===== src/rtl/nmea_uart_rx_if.sv =====
// Receiver-side bundle: serial line in, character strobes out toward the NMEA pattern search stage.
interface nmea_uart_rx_if #(
  parameter int N_BITS = 8
);
  logic              uart_rx;
  logic [N_BITS-1:0] char_out;
  logic              char_valid;
  logic              frame_err;
  logic              busy;

  modport master (
    input  uart_rx,
    output char_out,
    output char_valid,
    output frame_err,
    output busy
  );

  modport slave (
    output uart_rx,
    input  char_out,
    input  char_valid,
    input  frame_err,
    input  busy
  );
endinterface


===== src/rtl/nmea_uart_rx.sv =====
// 8N1-style UART receiver: 2-flop synchroniser, mid-bit sampling, framing-error and break handling.
module nmea_uart_rx #(
  parameter int N_BITS    = 8,
  parameter int CLK_FREQ  = 100000000,
  parameter int BAUD_RATE = 9600
) (
  input  logic            clk,
  input  logic            rst,
  nmea_uart_rx_if.master  bus
);
  localparam int CLKS_PER_BIT = CLK_FREQ / BAUD_RATE;
  localparam int CNT_W        = $clog2(CLKS_PER_BIT) + 1;
  localparam int BIT_W        = $clog2(N_BITS + 1);
  localparam logic [CNT_W-1:0] HALF_LAST = CNT_W'(CLKS_PER_BIT / 2 - 1);
  localparam logic [CNT_W-1:0] FULL_LAST = CNT_W'(CLKS_PER_BIT - 1);
  localparam logic [BIT_W-1:0] BIT_LAST  = BIT_W'(N_BITS - 1);

  typedef enum logic [2:0] {
    S_IDLE,
    S_START,
    S_DATA,
    S_STOP,
    S_BREAK
  } state_t;

  state_t            state_reg, state_next;
  logic [1:0]        sync_reg;
  logic [CNT_W-1:0]  clk_cnt_reg, clk_cnt_next;
  logic [BIT_W-1:0]  bit_cnt_reg, bit_cnt_next;
  logic [N_BITS-1:0] shift_reg, shift_next;
  logic [N_BITS-1:0] char_out_reg, char_out_next;
  logic              char_valid_reg, char_valid_next;
  logic              frame_err_reg, frame_err_next;
  logic              rx_s;

  // Synchroniser flops reset to the idle-high line level.
  generate
    for (genvar gi = 0; gi < 2; gi++) begin : g_sync
      if (gi == 0) begin : g_first
        always_ff @(posedge clk or negedge rst) begin
          if (!rst) sync_reg[gi] <= 1'b1;
          else      sync_reg[gi] <= bus.uart_rx;
        end
      end else begin : g_rest
        always_ff @(posedge clk or negedge rst) begin
          if (!rst) sync_reg[gi] <= 1'b1;
          else      sync_reg[gi] <= sync_reg[gi-1];
        end
      end
    end
  endgenerate

  assign rx_s = sync_reg[1];

  always_ff @(posedge clk or negedge rst) begin
    if (!rst) begin
      state_reg      <= S_IDLE;
      clk_cnt_reg    <= '0;
      bit_cnt_reg    <= '0;
      shift_reg      <= '0;
      char_out_reg   <= '0;
      char_valid_reg <= 1'b0;
      frame_err_reg  <= 1'b0;
    end else begin
      state_reg      <= state_next;
      clk_cnt_reg    <= clk_cnt_next;
      bit_cnt_reg    <= bit_cnt_next;
      shift_reg      <= shift_next;
      char_out_reg   <= char_out_next;
      char_valid_reg <= char_valid_next;
      frame_err_reg  <= frame_err_next;
    end
  end

  // The clock counter is zeroed on every state change, so it never has to wrap.
  always_comb begin
    state_next      = state_reg;
    clk_cnt_next    = clk_cnt_reg + 1'b1;
    bit_cnt_next    = bit_cnt_reg;
    shift_next      = shift_reg;
    char_out_next   = char_out_reg;
    char_valid_next = 1'b0;
    frame_err_next  = 1'b0;
    case (state_reg)
      S_IDLE: begin
        clk_cnt_next = '0;
        if (!rx_s) state_next = S_START;
      end
      S_START: begin
        if (clk_cnt_reg == HALF_LAST) begin
          clk_cnt_next = '0;
          bit_cnt_next = '0;
          state_next   = rx_s ? S_IDLE : S_DATA;
        end
      end
      S_DATA: begin
        if (clk_cnt_reg == FULL_LAST) begin
          clk_cnt_next = '0;
          shift_next   = {rx_s, shift_reg[N_BITS-1:1]};
          if (bit_cnt_reg == BIT_LAST) begin
            bit_cnt_next = '0;
            state_next   = S_STOP;
          end else begin
            bit_cnt_next = bit_cnt_reg + 1'b1;
          end
        end
      end
      S_STOP: begin
        if (clk_cnt_reg == FULL_LAST) begin
          clk_cnt_next = '0;
          if (rx_s) begin
            char_out_next   = shift_reg;
            char_valid_next = 1'b1;
            state_next      = S_IDLE;
          end else begin
            frame_err_next = 1'b1;
            state_next     = S_BREAK;
          end
        end
      end
      S_BREAK: begin
        clk_cnt_next = '0;
        if (rx_s) state_next = S_IDLE;
      end
      default: begin
        clk_cnt_next = '0;
        state_next   = S_IDLE;
      end
    endcase
  end

  assign bus.char_out   = char_out_reg;
  assign bus.char_valid = char_valid_reg;
  assign bus.frame_err  = frame_err_reg;
  assign bus.busy       = (state_reg != S_IDLE);
endmodule


===== src/flat_wrapper.sv =====
// flat-port wrapper written by rule: the top's interface ports become plain ports
module nmea_uart_rx_flat 
#(
  parameter int N_BITS    = 8,
  parameter int CLK_FREQ  = 100000000,
  parameter int BAUD_RATE = 9600
)
  (clk, rst, bus_uart_rx, bus_char_out, bus_char_valid, bus_frame_err, bus_busy);
  nmea_uart_rx_if #(.N_BITS(N_BITS)) bus_i ();
  input  logic clk;
  input  logic rst;
  input wire logic [$bits(bus_i.uart_rx)-1:0] bus_uart_rx;
  output wire logic [$bits(bus_i.char_out)-1:0] bus_char_out;
  output wire logic [$bits(bus_i.char_valid)-1:0] bus_char_valid;
  output wire logic [$bits(bus_i.frame_err)-1:0] bus_frame_err;
  output wire logic [$bits(bus_i.busy)-1:0] bus_busy;
  assign bus_i.uart_rx = bus_uart_rx;
  assign bus_char_out = bus_i.char_out;
  assign bus_char_valid = bus_i.char_valid;
  assign bus_frame_err = bus_i.frame_err;
  assign bus_busy = bus_i.busy;
  nmea_uart_rx #(.N_BITS(N_BITS), .CLK_FREQ(CLK_FREQ), .BAUD_RATE(BAUD_RATE)) u_core (.clk(clk), .rst(rst), .bus(bus_i));
endmodule

===== config.mk =====
export PLATFORM = sky130hd
export DESIGN_NAME = nmea_uart_rx_flat
export DESIGN_NICKNAME = d
export VERILOG_FILES = /design/src/rtl/nmea_uart_rx_if.sv /design/src/rtl/nmea_uart_rx.sv /design/src/flat_wrapper.sv
export SDC_FILE = /design/constraint.sdc
export NUM_CORES = 1
export LEC_CHECK = 0
export CAP_MARGIN = 20
export CELL_PAD_IN_SITES_DETAIL_PLACEMENT = 0
export CELL_PAD_IN_SITES_GLOBAL_PLACEMENT = 1
export CORE_ASPECT_RATIO = 0.5
export CORE_MARGIN = 5
export CORE_UTILIZATION = 50
export DETAILED_ROUTE_END_ITERATION = 8
export GPL_TIMING_DRIVEN = 1
export HOLD_SLACK_MARGIN = 0.15
export PLACE_DENSITY_LB_ADDON = 0.2
export REMOVE_ABC_BUFFERS = 1
export SLEW_MARGIN = 20
export SYNTH_ARGS = -nofsm -noshare
export SYNTH_HDL_FRONTEND = slang
export SYNTH_SLANG_ARGS = --single-unit

===== constraint.sdc =====
create_clock -name clk -period 5.6 [get_ports clk]
set_input_delay 0.56 -clock clk [delete_from_list [all_inputs] [get_ports clk]]
set_output_delay 0.56 -clock clk [all_outputs]
set_load 0.005 [all_outputs]

==> results of run 1 <==
-- power by group --
| group | total, mW | switching [mW] | leakage [nW] | internal [mW] |
|---|---|---|---|---|
| Combinational | 0.00697 | 0.00594 | 0.390 | 0.00103 |
| Clock | 0.240 | 0.107 | 0.0585 | 0.134 |
| Sequential | 0.305 | 0.000950 | 0.565 | 0.304 |
-- metrics by stage --
step / util [%] / cells
finish: 61.26 / 229
global route: 61.26 / 229
detailed placement: 58.11 / 221
CTS: 61.26 / 229
floorplan: - / 157
global placement: 58.11 / 221
-- path summary, 6_finish.rpt --
kind	startpoint	slack, ns	end
worst max-delay path	u_core.clk_cnt_reg[0]	3.37	u_core.clk_cnt_reg[5]
worst min-delay path	u_core.sync_reg[0]	0.37	u_core.rx_s
worst max register to register	u_core.clk_cnt_reg[0]	3.37	u_core.clk_cnt_reg[5]
worst min register to register	u_core.sync_reg[0]	0.37	u_core.rx_s
max in group asynchronous	rst	4.63	u_core.shift_reg[5]
min in group asynchronous	rst	0.40	u_core.clk_cnt_reg[11]
-- cell type report --
cell class	count	area, µm²	share of cell area [%]
tap	51	63.81	2.921
sequential	42	1054	48.22
clock inverter	3	43.79	2.005
clock buffer	5	68.82	3.150
multi-input combinational	112	818.3	37.46
timing repair buffer	13	125.1	5.727
inverter	3	11.26	0.5155
-- placed cells by master (no fill, tap or decap), types with 3 or more instances in the layout --
cell type / netlist / final
a21oi_1: 6 / 6
clkbuf_8: 0 / 5
clkdlybuf4s50_1: 0 / 12
dfrtp_1: 40 / 40
inv_1: 3 / 3
mux2_2: 15 / 15
nand2_1: 9 / 9
nand3_1: 9 / 9
nand4_1: 7 / 7
nor2_1: 15 / 15
o21ai_0: 5 / 5
or3_1: 3 / 3
xor2_1: 9 / 9
-- logic make-up (layout without fill, tap and decap cells) --
family | count (synthesis) | after routing | synth area share, %
compound gates | 19 | 19 | 6.814
xor+xnor | 10 | 10 | 4.543
fa+ha+maj | 2 | 2 | 1.298
buf+inv | 9 | 24 | 2.920
flops | 42 | 42 | 54.64
mux | 17 | 17 | 10.06
simple gates | 64 | 64 | 19.73
-- metal layers --
| metal | vias up | share of wire (%) | global-route usage [%] |
|---|---|---|---|
| li1 | 617 | - | - |
| met1 | 635 | 48 | 18.86 |
| met2 | 22 | 47 | 24.44 |
| met3 | 3 | 4.3 | 4.398 |
| met4 | 0 | 0.72 | 5.517 |
| met5 | - | 0 | 0 |
-- critical path: cells and delay by family (launching register included) --
kind	cells	cell delay, ns
AND/OR/NAND/NOR	3	0.79
AO/OA/AOI/OAI	1	0.67
flip-flops	1	0.38
adder cells (fa/ha/maj)	1	0.24
==> results.json, run 1 <==
{
  "layout_setup_ws_ns": 3.367,
  "drive_gt1_share_pct": 20.22,
  "power.density_nw_per_um2": 252.9,
  "routedWlPerCell_um": 14.52,
  "reg2regPathDepth": 5,
  "crit_path_end_kind": "register",
  "ctsResizeCount": 0,
  "netlist_top_cells_area": "dfrtp_1, mux2_2, xor2_1",
  "core_um2": 3566,
  "synth_most_common_cell": "dfrtp_1",
  "synth_edf_count": 0,
  "finalCritPeriodShare_pct": 39.87,
  "grt-ovfl-total": 0,
  "min_path_cells": 0,
  "status": "finished clean",
  "ys_seq_area_share_pct": 54.64,
  "crit_chain": "ha_1 > and4_1 > nand4_1 > a32oi_2 > nor2_1",
  "irDropWorstVdd_v": 0.0001262,
  "totalWireLength_mm": 3.324,
  "drv_cap": 0,
  "drc": 0,
  "cp_max_fo": 15,
  "yosys-top-cells-count": "dfrtp_1, mux2_2, nor2_1",
  "start_util_pct": 54.07,
  "yosysTopAreaCell": "dfrtp_1",
  "largest_reg_flops": 15,
  "netlist_area_um2": 1928,
  "synth_cell_types": 42,
  "period_needed_ns": 2.233,
  "cp.required_ns": 5.75,
  "whs_ns": 0.3659,
  "grt_pass1_wl_mm": 6.044,
  "io_pins": 14,
  "finalSetupTns_ns": 0,
  "critPathKind": "reg2reg",
  "io_buffers": 13,
  "clock_latency_ns": 0.30,
  "finalMaxSlewViolations": 0,
  "fin_area_um2": 2185,
  "skew_ns": 0.008647,
  "die_h_um": 53.91,
  "p_leak_nw": 1.014,
  "post_cts_buffers": 0,
  "finalSetupViolations": 0,
  "ys_seq_elements": 42,
  "place_ws_ns": 3.390,
  "netlist.area_leader.share_pct": 51.91,
  "crit_path_top_delay_cell": "a32oi_2",
  "clk_pin_slew_ns": 0.08,
  "slowest_delay_ns": 0.67,
  "worst_pin_slew_ns": 0.9195,
  "clock-sinks": 42,
  "num_vias": 1277,
  "synth_ff_type": "dfrtp_1",
  "syn_to_final_growth_pct": 13.30,
  "dieArea_um2": 5273,
  "p_total_mw": 0.5526,
  "dpl_cell_area_um2": 2072,
  "rows": 15,
  "track_usage_pct": 14.77,
  "grt_max_degree": 43,
  "die_w_um": 97.82,
  "htree_num_levels": 2,
  "antennaDiodeCount": 0,
  "cp-start-kind": "register",
  "syn_area_per_cell_um2": 11.83,
  "ant_nets": 0,
  "clockBufferDepth": 2,
  "dp_hpwl_mm": 2.193,
  "relSlewSlack_pct": 38.70,
  "cts_tree": "done",
  "fillers": 295,
  "fmax_mhz": 447.9,
  "via_per_inst": 5.576,
  "cts_buffers": 5,
  "nets": 182,
  "holdBufCountCts": 0,
  "grt_antenna_before_repair": 0,
  "rsz0062_at_grt": "false",
  "worstHoldPathType": "reg2reg",
  "drt_first_pass_iters": 4,
  "gp_congestion": 0.8795,
  "crit_arrival_ns": 2.38,
  "yosysWarnings": 0,
  "drtIter0Drc": 27,
  "async_flop_share_pct": 100.0,
  "synthCells": 163,
  "grt_pass1_vias": 1271,
  "finalHoldViolations": 0,
  "root_buffer": "clkbuf_8"
}
No activity file was read; power rests on OpenSTA's default activity.
==> run 2, diff against run 1 <==
CORE_UTILIZATION = 42   (was 50)
clock period = 1.95 ns   (was 5.6 ns; I/O delays follow)
==> run 2 against run 1 <==
  * Die area rose by 16%
  * Combinational power grew to 3.7 times the previous value
  * Global-route usage down 1.9 points
  * Critical path type unchanged
  * Largest cell class unchanged
  * Highest routed layer unchanged
==> results.json, run 2 (synthesized netlist as in run 1, its figures left out) <==
{
  "hold_start": "bus_uart_rx",
  "clk_pin_slew_ns": 0.09,
  "switchingPower_mw": 0.3277,
  "critical_path_buf_inv_count": 0,
  "root_buffer": "clkbuf_8",
  "power.share.combinational_pct": 1.8,
  "fillers": 418,
  "highest_layer": "met4",
  "rsz0062_at_grt": "false",
  "die_w_um": 105.8,
  "grt-ovfl-total": 0,
  "cp-start-kind": "register",
  "netSwitchingFraction_pct": 22.42,
  "worstHoldPathType": "in2reg",
  "instances_no_fill": 247,
  "clockBufferDepth": 2,
  "power.density_nw_per_um2": 642.6,
  "drv_cap": 0,
  "met2_length_mm": 1.496,
  "finalSetupViolations": 0,
  "cts_buffers": 5,
  "timing.rr.start": "u_core.clk_cnt_reg[0]",
  "ff2ff_setup_slack_ns": 0.13,
  "drt_first_pass_iters": 4,
  "totalWireLength_mm": 3.343,
  "final_cell_mix": "dfrtp_1, nor2_1, mux2_2",
  "clock-sinks": 42,
  "worstHoldEndpoint": "u_core.sync_reg[0]",
  "track_usage_pct": 12.83,
  "place_ws_ns": 0.1279,
  "largest_reg_flops": 15,
  "cp_common_cell": "and4_1",
  "relSlewSlack_pct": 76.76,
  "io_buffers": 13,
  "r2r_end": "u_core.bus.char_out[6]",
  "irDropWorstVdd_v": 0.0002703,
  "min_path_cells": 1,
  "io_pins": 14,
  "htree_num_levels": 2,
  "finalSetupTns_ns": 0,
  "start_util_pct": 43.58,
  "ctsResizeCount": 0,
  "finalCritPeriodShare_pct": 93.28,
  "final_common_cell": "dfrtp_1",
  "critPathKind": "reg2reg",
  "crit_path_top_delay_cell": "dfrtp_1",
  "via_per_inst": 5.239,
  "slowest_delay_ns": 0.38,
  "core_um2": 4424,
  "worst_pin_slew_ns": 0.3443,
  "fmax_mhz": 549.8,
  "grt_max_degree": 43,
  "drive_gt1_share_pct": 24.74,
  "crit_chain": "ha_1 > and4_1 > and4_1 > nand4_4 > mux2_4",
  "dr_wl_met3_um": 93,
  "die_h_um": 57.91,
  "crit_arrival_ns": 2.01,
  "p_leak_nw": 1.065,
  "drtIter0Drc": 36,
  "grt_antenna_before_repair": 0,
  "num_vias": 1294,
  "crit_family": "simple AND/OR/NAND/NOR gates",
  "dp_hpwl_mm": 2.375,
  "multiInputGateArea_um2": 818.3,
  "ant_nets": 0,
  "reg2regPathDepth": 5,
  "ff_latch_area_um2": 1054,
  "p_clk_share_pct": 38.2,
  "cts_tree": "done",
  "syn_to_final_growth_pct": 17.98,
  "dieArea_um2": 6128,
  "grt_pass1_vias": 1317,
  "crit_path_end_kind": "register",
  "nets": 194,
  "p_seq_share_pct": 60.0,
  "dp_cells": 238,
  "grt_pass1_wl_mm": 6.175,
  "finalHoldViolations": 0,
  "intPower_mw": 1.134,
  "antennaDiodeCount": 0,
  "layout_setup_ws_ns": 0.1311,
  "whs_ns": 0.3140,
  "period_needed_ns": 1.819,
  "clock_latency_ns": 0.29,
  "met1_length_mm": 1.709,
  "cp_max_fo": 9,
  "cp.required_ns": 2.14,
  "rows": 17,
  "drc": 0,
  "status": "finished clean",
  "skew_ns": 0.009873,
  "gp_congestion": 0.7280,
  "routedWlPerCell_um": 13.53,
  "finalMaxSlewViolations": 0
}
==> run 2: stage by stage <==
stage | cell area [µm²] | power, mW | util (%)
floorplan | 1883 | 0.8942 | -
global placement | 2175 | 0.9198 | 49.15
detailed placement | 2175 | 0.9202 | 49.15
CTS | 2275 | 1.495 | 51.41
global route | 2275 | 1.536 | 51.41
finish | 2275 | 1.462 | 51.41
==> run 2: final cells by class <==
class	count	share of cell area, %
sequential	42	46.31
multi-input combinational	112	35.97
timing repair buffer	25	10.12
tap	57	3.135
clock buffer	5	3.025
clock inverter	3	0.9351
inverter	3	0.4950
==> run 2: power by group through the flow <==
stage | clock (mW) | combinational, mW | sequential (mW)
3_3_place_gp | 0 | 0.0260 | 0.894
2_1_floorplan | 0 | 0.000911 | 0.893
6_report | 0.559 | 0.0261 | 0.877
3_5_place_dp | 0 | 0.0263 | 0.894
5_1_grt | 0.628 | 0.0314 | 0.877
4_1_cts | 0.590 | 0.0279 | 0.877
==> run 2: layer usage <==
| metal | GRT usage, % | vias to the layer above |
|---|---|---|
| met5 | 0 | - |
| met4 | 4.428 | 0 |
| met2 | 20.92 | 16 |
| li1 | - | 640 |
| met1 | 16.43 | 633 |
| met3 | 4.004 | 5 |
==> run 2: worst max path at each step <==
stage	slack (ns)	end	startpoint	depth (start not counted)
detailed placement	0.13	u_core.bus.char_out[6]	u_core.clk_cnt_reg[0]	5
CTS	0.12	u_core.bus.char_out[6]	u_core.clk_cnt_reg[0]	5
global placement	0.17	u_core.bus.char_out[6]	u_core.clk_cnt_reg[0]	5
floorplan	0.13	u_core.bus.char_out[6]	u_core.clk_cnt_reg[0]	5
finish	0.13	u_core.bus.char_out[6]	u_core.clk_cnt_reg[0]	5
global route	0.03	u_core.bus.char_out[6]	u_core.clk_cnt_reg[0]	5
==> run 2: repair_timing <==
item,in CTS,in global routing
buffers inserted,0,0
setup endpoints to repair,0,0
hold buffers,1,0
endpoints found under the hold margin,42,0
==> run 3, diff against run 2 <==
GPL_TIMING_DRIVEN = unset   (was 1)
==> results of run 3 <==
Final layout, timing and power as in run 2 (identical DEF).
